`src/rtl/mem_arbiter.sv`:
```
// mem_arbiter: shares one pipelined main memory between the I-cache fill path
// and the D-cache path. Serves 8-word block fills for either side and
// single-word write-throughs for the D side, steering each returned word to
// its owner together with its word index.
//
// state      | meaning
// -----------+-------------------------------------------------------------
// IDLE       | no transaction; requests sampled here, memory disabled
// FILL_ISSUE | issuing the eight word reads of the block, returns may land
// FILL_DRAIN | all reads issued, collecting the remaining returns
// WRITE      | single-cycle D write-through, d_done asserted
module mem_arbiter #(
    parameter int WORDS_PER_BLOCK = 8,
    parameter int MEM_LAT         = 4
) (
    input  logic        clk,
    input  logic        rst,
    input  logic        i_req,
    input  logic [15:0] i_addr,
    input  logic        d_req,
    input  logic        d_wr,
    input  logic [15:0] d_addr,
    input  logic [15:0] d_wdata,
    output logic        i_grant,
    output logic        d_grant,
    output logic [15:0] rsp_data,
    output logic [2:0]  rsp_word,
    output logic        i_rsp_valid,
    output logic        d_rsp_valid,
    output logic        i_done,
    output logic        d_done,
    output logic [15:0] mem_addr,
    output logic        mem_enable,
    output logic        mem_wr,
    output logic [15:0] mem_wdata,
    input  logic [15:0] mem_rdata,
    input  logic        mem_data_valid
);

    typedef enum logic [1:0] {
        IDLE       = 2'd0,
        FILL_ISSUE = 2'd1,
        FILL_DRAIN = 2'd2,
        WRITE      = 2'd3
    } state_t;

    localparam logic       OWN_I     = 1'b0;
    localparam logic       OWN_D     = 1'b1;
    localparam logic [2:0] LAST_WORD = 3'(WORDS_PER_BLOCK - 1);

    // With any real read latency the final word cannot arrive before the
    // final issue, so a last-word return only closes a fill from FILL_ISSUE
    // when the memory answers in the same cycle.
    localparam logic LAST_IN_ISSUE = (MEM_LAT < 1);

    state_t      state_q, state_d;
    logic        owner_q, owner_d;
    logic [11:0] base_q, base_d;
    logic [2:0]  issue_cnt_q, issue_cnt_d;
    logic [2:0]  ret_cnt_q, ret_cnt_d;
    logic [14:0] waddr_q, waddr_d;
    logic [15:0] wdata_q, wdata_d;
    logic        last_winner_q, last_winner_d;

    logic d_wins;
    logic filling;
    logic ret_fire;
    logic fill_last;

    // Address bits below the block (I side) and the byte bit (D side) carry
    // no information for this memory.
    logic unused_addr_bits;
    assign unused_addr_bits = ^{i_addr[3:0], d_addr[0]};

    assign rsp_data = mem_rdata;
    assign rsp_word = ret_cnt_q;

    // State and transaction registers; reset aborts any transaction.
    always_ff @(posedge clk or posedge rst) begin
        if (rst) begin
            state_q       <= IDLE;
            owner_q       <= OWN_I;
            base_q        <= '0;
            issue_cnt_q   <= '0;
            ret_cnt_q     <= '0;
            waddr_q       <= '0;
            wdata_q       <= '0;
            last_winner_q <= OWN_I;
        end else begin
            state_q       <= state_d;
            owner_q       <= owner_d;
            base_q        <= base_d;
            issue_cnt_q   <= issue_cnt_d;
            ret_cnt_q     <= ret_cnt_d;
            waddr_q       <= waddr_d;
            wdata_q       <= wdata_d;
            last_winner_q <= last_winner_d;
        end
    end

    // Arbitration, sequencing, return counting and all outputs.
    always_comb begin
        state_d       = state_q;
        owner_d       = owner_q;
        base_d        = base_q;
        issue_cnt_d   = issue_cnt_q;
        ret_cnt_d     = ret_cnt_q;
        waddr_d       = waddr_q;
        wdata_d       = wdata_q;
        last_winner_d = last_winner_q;

        i_grant     = 1'b0;
        d_grant     = 1'b0;
        i_rsp_valid = 1'b0;
        d_rsp_valid = 1'b0;
        i_done      = 1'b0;
        d_done      = 1'b0;
        mem_addr    = '0;
        mem_enable  = 1'b0;
        mem_wr      = 1'b0;
        mem_wdata   = '0;

        // On a tie the side that did not win last time goes first.
        if (i_req && d_req) begin
            d_wins = (last_winner_q == OWN_I);
        end else begin
            d_wins = d_req;
        end

        filling   = (state_q == FILL_ISSUE) || (state_q == FILL_DRAIN);
        ret_fire  = filling && mem_data_valid;
        fill_last = ret_fire && (ret_cnt_q == LAST_WORD) &&
                    ((state_q == FILL_DRAIN) || LAST_IN_ISSUE);

        if (state_q != IDLE) begin
            i_grant = (owner_q == OWN_I);
            d_grant = (owner_q == OWN_D);
        end

        case (state_q)
            IDLE: begin
                if (i_req || d_req) begin
                    owner_d       = d_wins ? OWN_D : OWN_I;
                    last_winner_d = d_wins ? OWN_D : OWN_I;
                    issue_cnt_d   = '0;
                    ret_cnt_d     = '0;
                    if (d_wins && d_wr) begin
                        state_d = WRITE;
                        waddr_d = d_addr[15:1];
                        wdata_d = d_wdata;
                    end else begin
                        state_d = FILL_ISSUE;
                        base_d  = d_wins ? d_addr[15:4] : i_addr[15:4];
                    end
                end
            end
            FILL_ISSUE: begin
                mem_enable  = 1'b1;
                mem_addr    = {base_q, issue_cnt_q, 1'b0};
                issue_cnt_d = issue_cnt_q + 3'd1;
                if (issue_cnt_q == LAST_WORD) begin
                    state_d = FILL_DRAIN;
                end
            end
            FILL_DRAIN: begin
                mem_enable = 1'b0;
            end
            WRITE: begin
                mem_enable = 1'b1;
                mem_wr     = 1'b1;
                mem_addr   = {waddr_q, 1'b0};
                mem_wdata  = wdata_q;
                d_done     = 1'b1;
                state_d    = IDLE;
            end
            default: begin
                state_d = IDLE;
            end
        endcase

        // Returned words go to the current owner in arrival order.
        if (ret_fire) begin
            ret_cnt_d   = ret_cnt_q + 3'd1;
            i_rsp_valid = (owner_q == OWN_I);
            d_rsp_valid = (owner_q == OWN_D);
        end

        if (fill_last) begin
            state_d = IDLE;
            i_done  = (owner_q == OWN_I);
            d_done  = (owner_q == OWN_D);
        end
    end

endmodule

```
`config.mk`:
```
export PLATFORM = sky130hd
export DESIGN_NAME = mem_arbiter
export DESIGN_NICKNAME = d
export VERILOG_FILES = /design/src/rtl/mem_arbiter.sv
export SDC_FILE = /design/constraint.sdc
export NUM_CORES = 1
export LEC_CHECK = 0
export CAP_MARGIN = 20
export CORE_UTILIZATION = 45
export CTS_CLUSTER_DIAMETER = 100
export CTS_CLUSTER_SIZE = 10
export DETAILED_ROUTE_END_ITERATION = 8
export PLACE_DENSITY = 0.85
export SLEW_MARGIN = 10
export SYNTH_ARGS = -nofsm -noshare
export SYNTH_HDL_FRONTEND = slang
export SYNTH_SLANG_ARGS = --single-unit
```
`constraint.sdc`:
```
create_clock -name clk -period 2.65 [get_ports clk]
set_input_delay 0.53 -clock clk [delete_from_list [all_inputs] [get_ports clk]]
set_output_delay 0.53 -clock clk [all_outputs]
set_load 0.05 [all_outputs]
```
* Yosys cells after proc, flatten, opt, wreduce, memory -nomap -nowiden *
Index checks and enable logic that the tools add are counted.

word-level totals
  register bits = 52
  output and inout port bits = 59
  word-level logic and storage cells = 61

operators by class
  add/sub/neg operators = 2
  equal/unequal tests = 8
  muxes and demuxes = 22
  bitwise logic cells = 2
  reduce and logical (&&, ||, !) cells = 20

operator list
  kind                                                    count
  case mux 16 bit (2 select lines)                        1
  2-to-1 mux 16 bit                                       1
  2-to-1 mux 12 bit                                       1
  2-to-1 mux 1 bit                                        10
  2-to-1 mux 3 bit                                        3
  AND reduction 3 bit                                     3
  2-to-1 mux 2 bit                                        4
  nonzero test 2 bit                                      4
  adder 3 x 1 -> 3 bit (second input constant)            2
  == test 3 bit (second input constant)                   2
  case mux 2 bit (3 select lines)                         1
  case mux 3 bit (2 select lines)                         1
  AND reduction 2 bit                                     3
  logical AND 1 bit                                       5
  == test 2 bit (second input constant)                   2
  nonzero test 4 bit                                      1
  inequality test 3 x 2 -> 1 bit (second input constant)  1
  inequality test 3 bit (second input constant)           1
  == test 2 x 1 -> 1 bit (second input constant)          1
  logical NOT 2 bit                                       1
  logical OR 1 bit                                        2
  inequality test 2 bit (second input constant)           1
  inverter 1 bit                                          2
  OR reduction 2 bit                                      1

* Depth between registers and ports, before layout *
Gate-level depths: netlist of run 1.

  depth in word-level cells = 7
  gate-level depth with buffers = 7

* Least setup slack after synthesis of run 1 *
No wires, ideal clock.

  path kind = flip-flop to output port
  from = register state_q[0]
  to = output i_done
  arrival = 2.204 ns
  data required time = 2.120 ns
  path slack = -0.084 ns
  cell stages (with the launch flop) = 6
  path buffers = 0
  path through = dfrtp_1 -> inv_1 -> ha_1 -> nand2_1 -> nor2_1 -> and3_1

between the ends
  word-level cells in the longest chain between the ends = 6

RTL lines
  what                                                     line      source
  from (decl)                                              56        state_t state_q, state_d;
  from (signal assigned)                                   90        state_q <= state_d;
  == test 2 x 1 -> 1 bit or == test 2 bit (tied branches)  130, 133
  logical OR 1 bit                                         130       filling = (state_q == FILL_ISSUE) || (state_q == FILL_DRAIN);
  logical AND 1 bit                                        131       ret_fire = filling && mem_data_valid;
  logical AND 1 bit                                        132       fill_last = ret_fire && (ret_cnt_q == LAST_WORD) &&
  logical AND 1 bit (*)                                    132
  2-to-1 mux 1 bit (*)                                     188       if (fill_last) begin
  to (decl)                                                30        output logic i_done,

Mark *: on every way between the ends. The rest lies on a longest branch, timed or not.

* Worst setup path after layout of run 1 *
  from = register state_q[1]
  to = output mem_addr[6]

between the ends
  word-level cells in the longest chain between the ends = 2

RTL lines
  what                                                     line  source
  == test 2 bit or == test 2 x 1 -> 1 bit (tied branches)  140   case (state_q)
  case mux 16 bit (2 select lines) (*)                     140
  to (decl)                                                32    output logic [15:0] mem_addr,

Marks and branches as above.

==> flow_summary.yaml, run 1 <==
setup_path:
  rr_endpoint: "state_q[1]"
  cp.arrival_ns: 1.97
  crit_type: "flop to output pin"
  startpoint: "state_q[1]"
  crit_fanout: 18
  critPathLaunchType: "flop"
  endpoint_kind: "output pin"
  r2r_cells: 6
  r2r_start: "state_q[1]"
  r2r_setup_slack_ns: 0.48
  required_ns: 2.12
  crit_end: "mem_addr[6]"
timing:
  slew_headroom: 0.5199
  slew_violations: 0
  setup_viol: 0
  period_needed_ns: 2.503
  skew_ns: 0.01047
  fmax_mhz: 399.5
  rsz0062_at_grt: "no"
  worst_slew_pin_slew_ns: 0.7202
  min_period_over_period: 0.9447
  worst_slack_ns: 0.1466
  tns_ns: 0
  hold_violations: 0
clock_tree:
  cts_sinks: 52
  cts_buffers: 5
  clk_latency_ns: 0.30
  cts_tree: "built"
  cts_root_buf: "clkbuf_8"
  ctsHtreeMaxLevel: 2
  cts.clk_slew.worst_paths_ns: 0.09
  hold_buffers: 0
  post-cts-setup-buffer-count: 0
  cts_buffer_depth: 2
  cts_resized: 0
placement:
  place_area_um2: 4104
  io_buffers: 90
  hpwl_um: 4639
  routabilityCongestion: 0.7490
  place_ws_ns: 0.3100
grt:
  antenna_found_initial: 0
  first_global_vias: 2090
  grt_max_degree: 32
  grt_usage: 0.2017
  grt_pass1_wl_um: 10060
  grt_overflow: 0
die:
  die_h_um: 82.21
  die-area_um2: 6758
  start_util: 0.4777
  die_x_um: 82.21
  rows: 28
  core_um2: 6061
  ios: 129
synth:
  syn-instance-count: 224
  syn-num-nets: 304
  synth_cell_types: 26
  synth_area_um2: 2895
  synth_seq_cells: 52
  synth-warning-count: 0
  postSynthAreaPerCell_um2: 12.93
  ys_seq_area_frac: 0.4494
detailed_routing:
  drtIter0Drc: 35
  wl_um: 6177
  wl_per_cell_um: 16.47
  drtPass1Iterations: 4
  routed_via_density: 5.285
  route.detailed.drc: 0
  dr_total_vias: 1982
  ant_nets: 0
cells_and_area:
  finish.instance_area_um2: 4198
  fill_cells: 441
  drive_gt1_frac: 0.3867
  final_common_cell: "dfrtp_1"
  areaGrowthSynthToFinish_pct: 44.99
  layout_common_cells: "dfrtp_1 (52), clkdlybuf4s50_1 (51), buf_12 (38), mux2_4 (30), mux2_2 (28)"
  n_antenna_cell: 0
  nets: 379
worst_hold_path:
  hold_path.class: "flop to flop"
  min_from: "wdata_q[7]"
power_and_ir_drop:
  p_per_area_nw_per_um2: 1276
  p_leak_nw: 1.934
  ir_worst_vdd_mv: 0.7964
outcome:
  status: "finished, final reports clean"
run:
  cap_violations: 0
==> how the worst min path moves through the flow <==
stage / end / slack (ns) / depth (start not counted)
final: wdata_q[7] / 0.51 / 1
after global routing: wdata_q[5] / 0.53 / 1
after CTS: wdata_q[7] / 0.51 / 1
after detailed placement: wdata_q[7] / 0.49 / 1
after global placement: wdata_q[11] / 0.48 / 1
after floorplan: wdata_q[11] / 0.47 / 1
==> Yosys cell counts, drive strengths merged <==
| cell | instances | area share |
|---|---|---|
| mux2 | 58 | 0.26 |
| dfrtp | 52 | 0.45 |
| buf | 25 | 0.070 |
| a22o | 17 | 0.051 |
| and2 | 17 | 0.037 |
| ha | 10 | 0.043 |
| nand3 | 6 | 0.015 |
| o21ai | 6 | 0.010 |
| a21oi | 5 | 0.0086 |
| clkbuf | 4 | 0.0052 |
| inv | 4 | 0.0052 |
| nand2 | 4 | 0.0052 |
| nor2 | 4 | 0.0052 |
| a21boi | 2 | 0.0091 |
| and3 | 2 | 0.0043 |
| nand2b | 2 | 0.0043 |
| nor2b | 2 | 0.0043 |
| a31oi | 1 | 0.0022 |
| conb | 1 | 0.0013 |
| nand4 | 1 | 0.0022 |
| or2 | 1 | 0.0022 |
==> cell families (layout without fill, tap and decap cells) <==
group	Yosys count	after routing	share of synthesized area
buffers and inverters	33	109	0.08081
AOI/OAI and AO/OA	31	31	0.08168
adders and majority gates	10	10	0.04322
and+or+nand+nor	39	39	0.07908
other	1	1	0.001295
muxes	58	58	0.2645
DFF	52	52	0.4494
==> cell type report <==
type	instances	area, um2	share of cell area
multi-input cells	139	1363	0.3246
clock inverters	1	7.507	0.001788
flip-flops and latches	52	1301	0.3100
clock buffers	7	86.33	0.02057
repair buffers	97	1331	0.3171
well taps	75	93.84	0.02235
inverters	4	15.01	0.003577
==> flip-flops by register name, summed over array words and instances, names as in the netlist <==
register,cells
rsp_word,3
wdata_q,16
state_q,2
base_q,12
waddr_q,15
last_winner_q,1
issue_cnt_q,3
==> critical path, stage by stage (launching register included) <==
cell     delay, ns
dfrtp_1       0.42
inv_1         0.15
ha_1          0.65
a22o_1        0.29
buf_12        0.15
==> report_power, final <==
group | switching (mW) | internal (mW) | leakage, nW
combinational | 1.71 | 1.73 | 1.26
sequential | 0.253 | 1.19 | 0.628
clock | 0.259 | 0.213 | 0.0445
total | 2.23 | 3.13 | 1.93
==> per-layer routing <==
layer	vias to the layer above	global-route usage	part of all wire
li1	917	-	-
met1	983	0.2297	0.41
met2	70	0.3496	0.50
met3	12	0.06813	0.074
met4	0	0.07368	0.016
met5	-	0	0
==> per-stage QoR <==
step,cells,total power [mW],util,hold slack (ns)
2_1_floorplan,224,3.585,-,0.4712
3_3_place_gp,367,4.835,0.6771,0.4800
3_5_place_dp,367,4.926,0.6771,0.4864
4_1_cts,375,5.403,0.6926,0.5104
5_1_grt,375,5.649,0.6926,0.5280
6_report,375,5.358,0.6926,0.5094
(Power assumes the default switching activity.)
==> inputs of run 2 (changes only) <==
ABC_CLOCK_PERIOD_IN_PS = 2650   (was unset)
CORE_MARGIN = 8   (was unset)
==> run 2 against run 1 <==
- flip-flop and latch count stayed put
- via count is 0.40% lower
- sequential share of layout area hardly changed
- first-iteration DRC count is 20% higher
- register-to-register slack better by 0.15 ns
- non-clock buffer count stayed put
- critical path depth is 2 higher
- fmax is 2.5% higher
==> flow_summary.yaml, run 2 (synthesis results as in run 1) <==
outcome:
  status: "finished, final reports clean"
grt:
  grt_usage: 0.1566
  grt_pass1_wl_um: 11150
  grt_max_degree: 25
  antenna_found_initial: 0
  first_global_vias: 2186
  grt_overflow: 0
die:
  rows: 29
  ios: 129
  start_util: 0.4612
  core_um2: 6277
  die_h_um: 96.21
  die-area_um2: 9256
  die_x_um: 96.21
placement:
  routabilityCongestion: 0.8360
  place_ws_ns: 0.2875
  hpwl_um: 5410
  io_buffers: 90
  placed_cells: 369
setup_path:
  cp.arrival_ns: 1.91
  crit_type: "flop to output pin"
  crit_fanout: 6
  critPathLaunchType: "flop"
  required_ns: 2.12
  worstPathCellList: "inv_1 > ha_1 > nand2_1 > nor2_2 > and3_1 > buf_12"
  critPathMaxStageDelay_ns: 0.42
  r2r_setup_slack_ns: 0.63
  cp_slowest_cell: "dfrtp_2"
  endpoint_kind: "output pin"
clock_tree:
  cts_root_buf: "clkbuf_8"
  clk_latency_ns: 0.29
  cts.clk_slew.worst_paths_ns: 0.09
  post-cts-setup-buffer-count: 0
  cts_buffers: 5
  ctsHtreeMaxLevel: 2
  hold_buffers: 0
  cts_tree: "built"
  cts_sinks: 52
  cts_buffer_depth: 2
detailed_routing:
  route.detailed.drc: 0
  ant_nets: 0
  routed_via_density: 5.236
  dr_total_vias: 1974
  wl_per_cell_um: 18.20
  drtIter0Drc: 42
  wl_um: 6862
  drtPass1Iterations: 4
timing:
  slew_headroom: 0.6669
  worst_slew_pin_slew_ns: 0.4981
  rsz0062_at_grt: "no"
  fmax_mhz: 409.6
  period_needed_ns: 2.441
  worst_slack_ns: 0.2086
  tns_ns: 0
  setup_viol: 0
  hold_violations: 0
  skew_ns: 0.004680
  min_period_over_period: 0.9213
  slew_violations: 0
cells_and_area:
  areaGrowthSynthToFinish_pct: 45.07
  seqCellArea_um2: 1303
  top_register: "wdata_q"
  layout_common_cells: "dfrtp_1 (51), clkdlybuf4s50_1 (51), buf_12 (38), mux2_4 (30), mux2_2 (28)"
  largest_reg_flops: 16
  top_regs: "wdata_q: 16 flops, waddr_q: 15 flops, base_q: 12 flops"
  drive_gt1_frac: 0.3900
  multi_input_area_um2: 1365
  fill_cells: 452
  nets: 379
  n_antenna_cell: 0
  stdcell_count: 377
power_and_ir_drop:
  p_per_area_nw_per_um2: 1280
  ir_worst_vdd_mv: 0.8466
  p_leak_nw: 1.932
worst_hold_path:
  hold_path.class: "flop to flop"
run:
  cap_violations: 0
## run 2: cell count changes in the layout (fill, tap and decap cells not counted), sizes merged
cell,change
clkbuf,+1
clkinvlp,-1
## run 2: final timing paths
kind	end	cells past startpoint	startpoint
max in group asynchronous	waddr_q[14]	3	rst
min in group asynchronous	waddr_q[0]	2	rst
max reg2reg	waddr_q[6]	5	state_q[0]
min reg2reg	wdata_q[12]	1	wdata_q[12]
max	i_done	6	state_q[0]
min	wdata_q[12]	1	wdata_q[12]
## run 2: final cells by class
cell class,instances,share of cell area
Inverter,4,0.003575
Timing Repair Buffer,97,0.3170
Tap cell,77,0.02294
Multi-Input combinational cell,139,0.3250
Sequential cell,52,0.3101
Clock buffer,8,0.02145
## run 2: what timing repair did
action / CTS / global route
setup endpoints to repair: 0 / 12
endpoints found under the hold margin: 0 / 0
resized for setup: 0 / 2
## run 2: worst max-delay path, delay by kind of cell, from the launching register on
| kind | cells | cell delay (ns) |
|---|---|---|
| adders and majority gates | 1 | 0.38 |
| and+or+nand+nor | 3 | 0.57 |
| buffers and inverters | 2 | 0.25 |
| DFF | 1 | 0.42 |
## run 2: through the flow
stage          utilization  power, mW  hold slack, ns  cell area (um2)
2_1_floorplan            -      3.585          0.4712             2898
3_3_place_gp        0.6542      4.854          0.4817             4106
3_5_place_dp        0.6542      4.962          0.4885             4106
4_1_cts             0.6685      5.437          0.5115             4197
5_1_grt             0.6691      5.693          0.5239             4200
6_report            0.6691      5.377          0.5075             4200
## run 2: routing by layer
metal  GRT usage  wire, um  share of wire  up-vias
met5           0         0              0        -
met2      0.2639      3275           0.48       77
met3     0.07020       748           0.11       14
li1            -         -              -      922
met4     0.04994        94          0.014        0
met1      0.1724      2743           0.40      961
## run 2: power breakdown
part           internal [mW]  total, mW  switching, mW
logic                   1.74       3.47           1.73
clock network          0.214      0.459          0.245
registers               1.19       1.45          0.259
total                   3.14       5.38           2.24
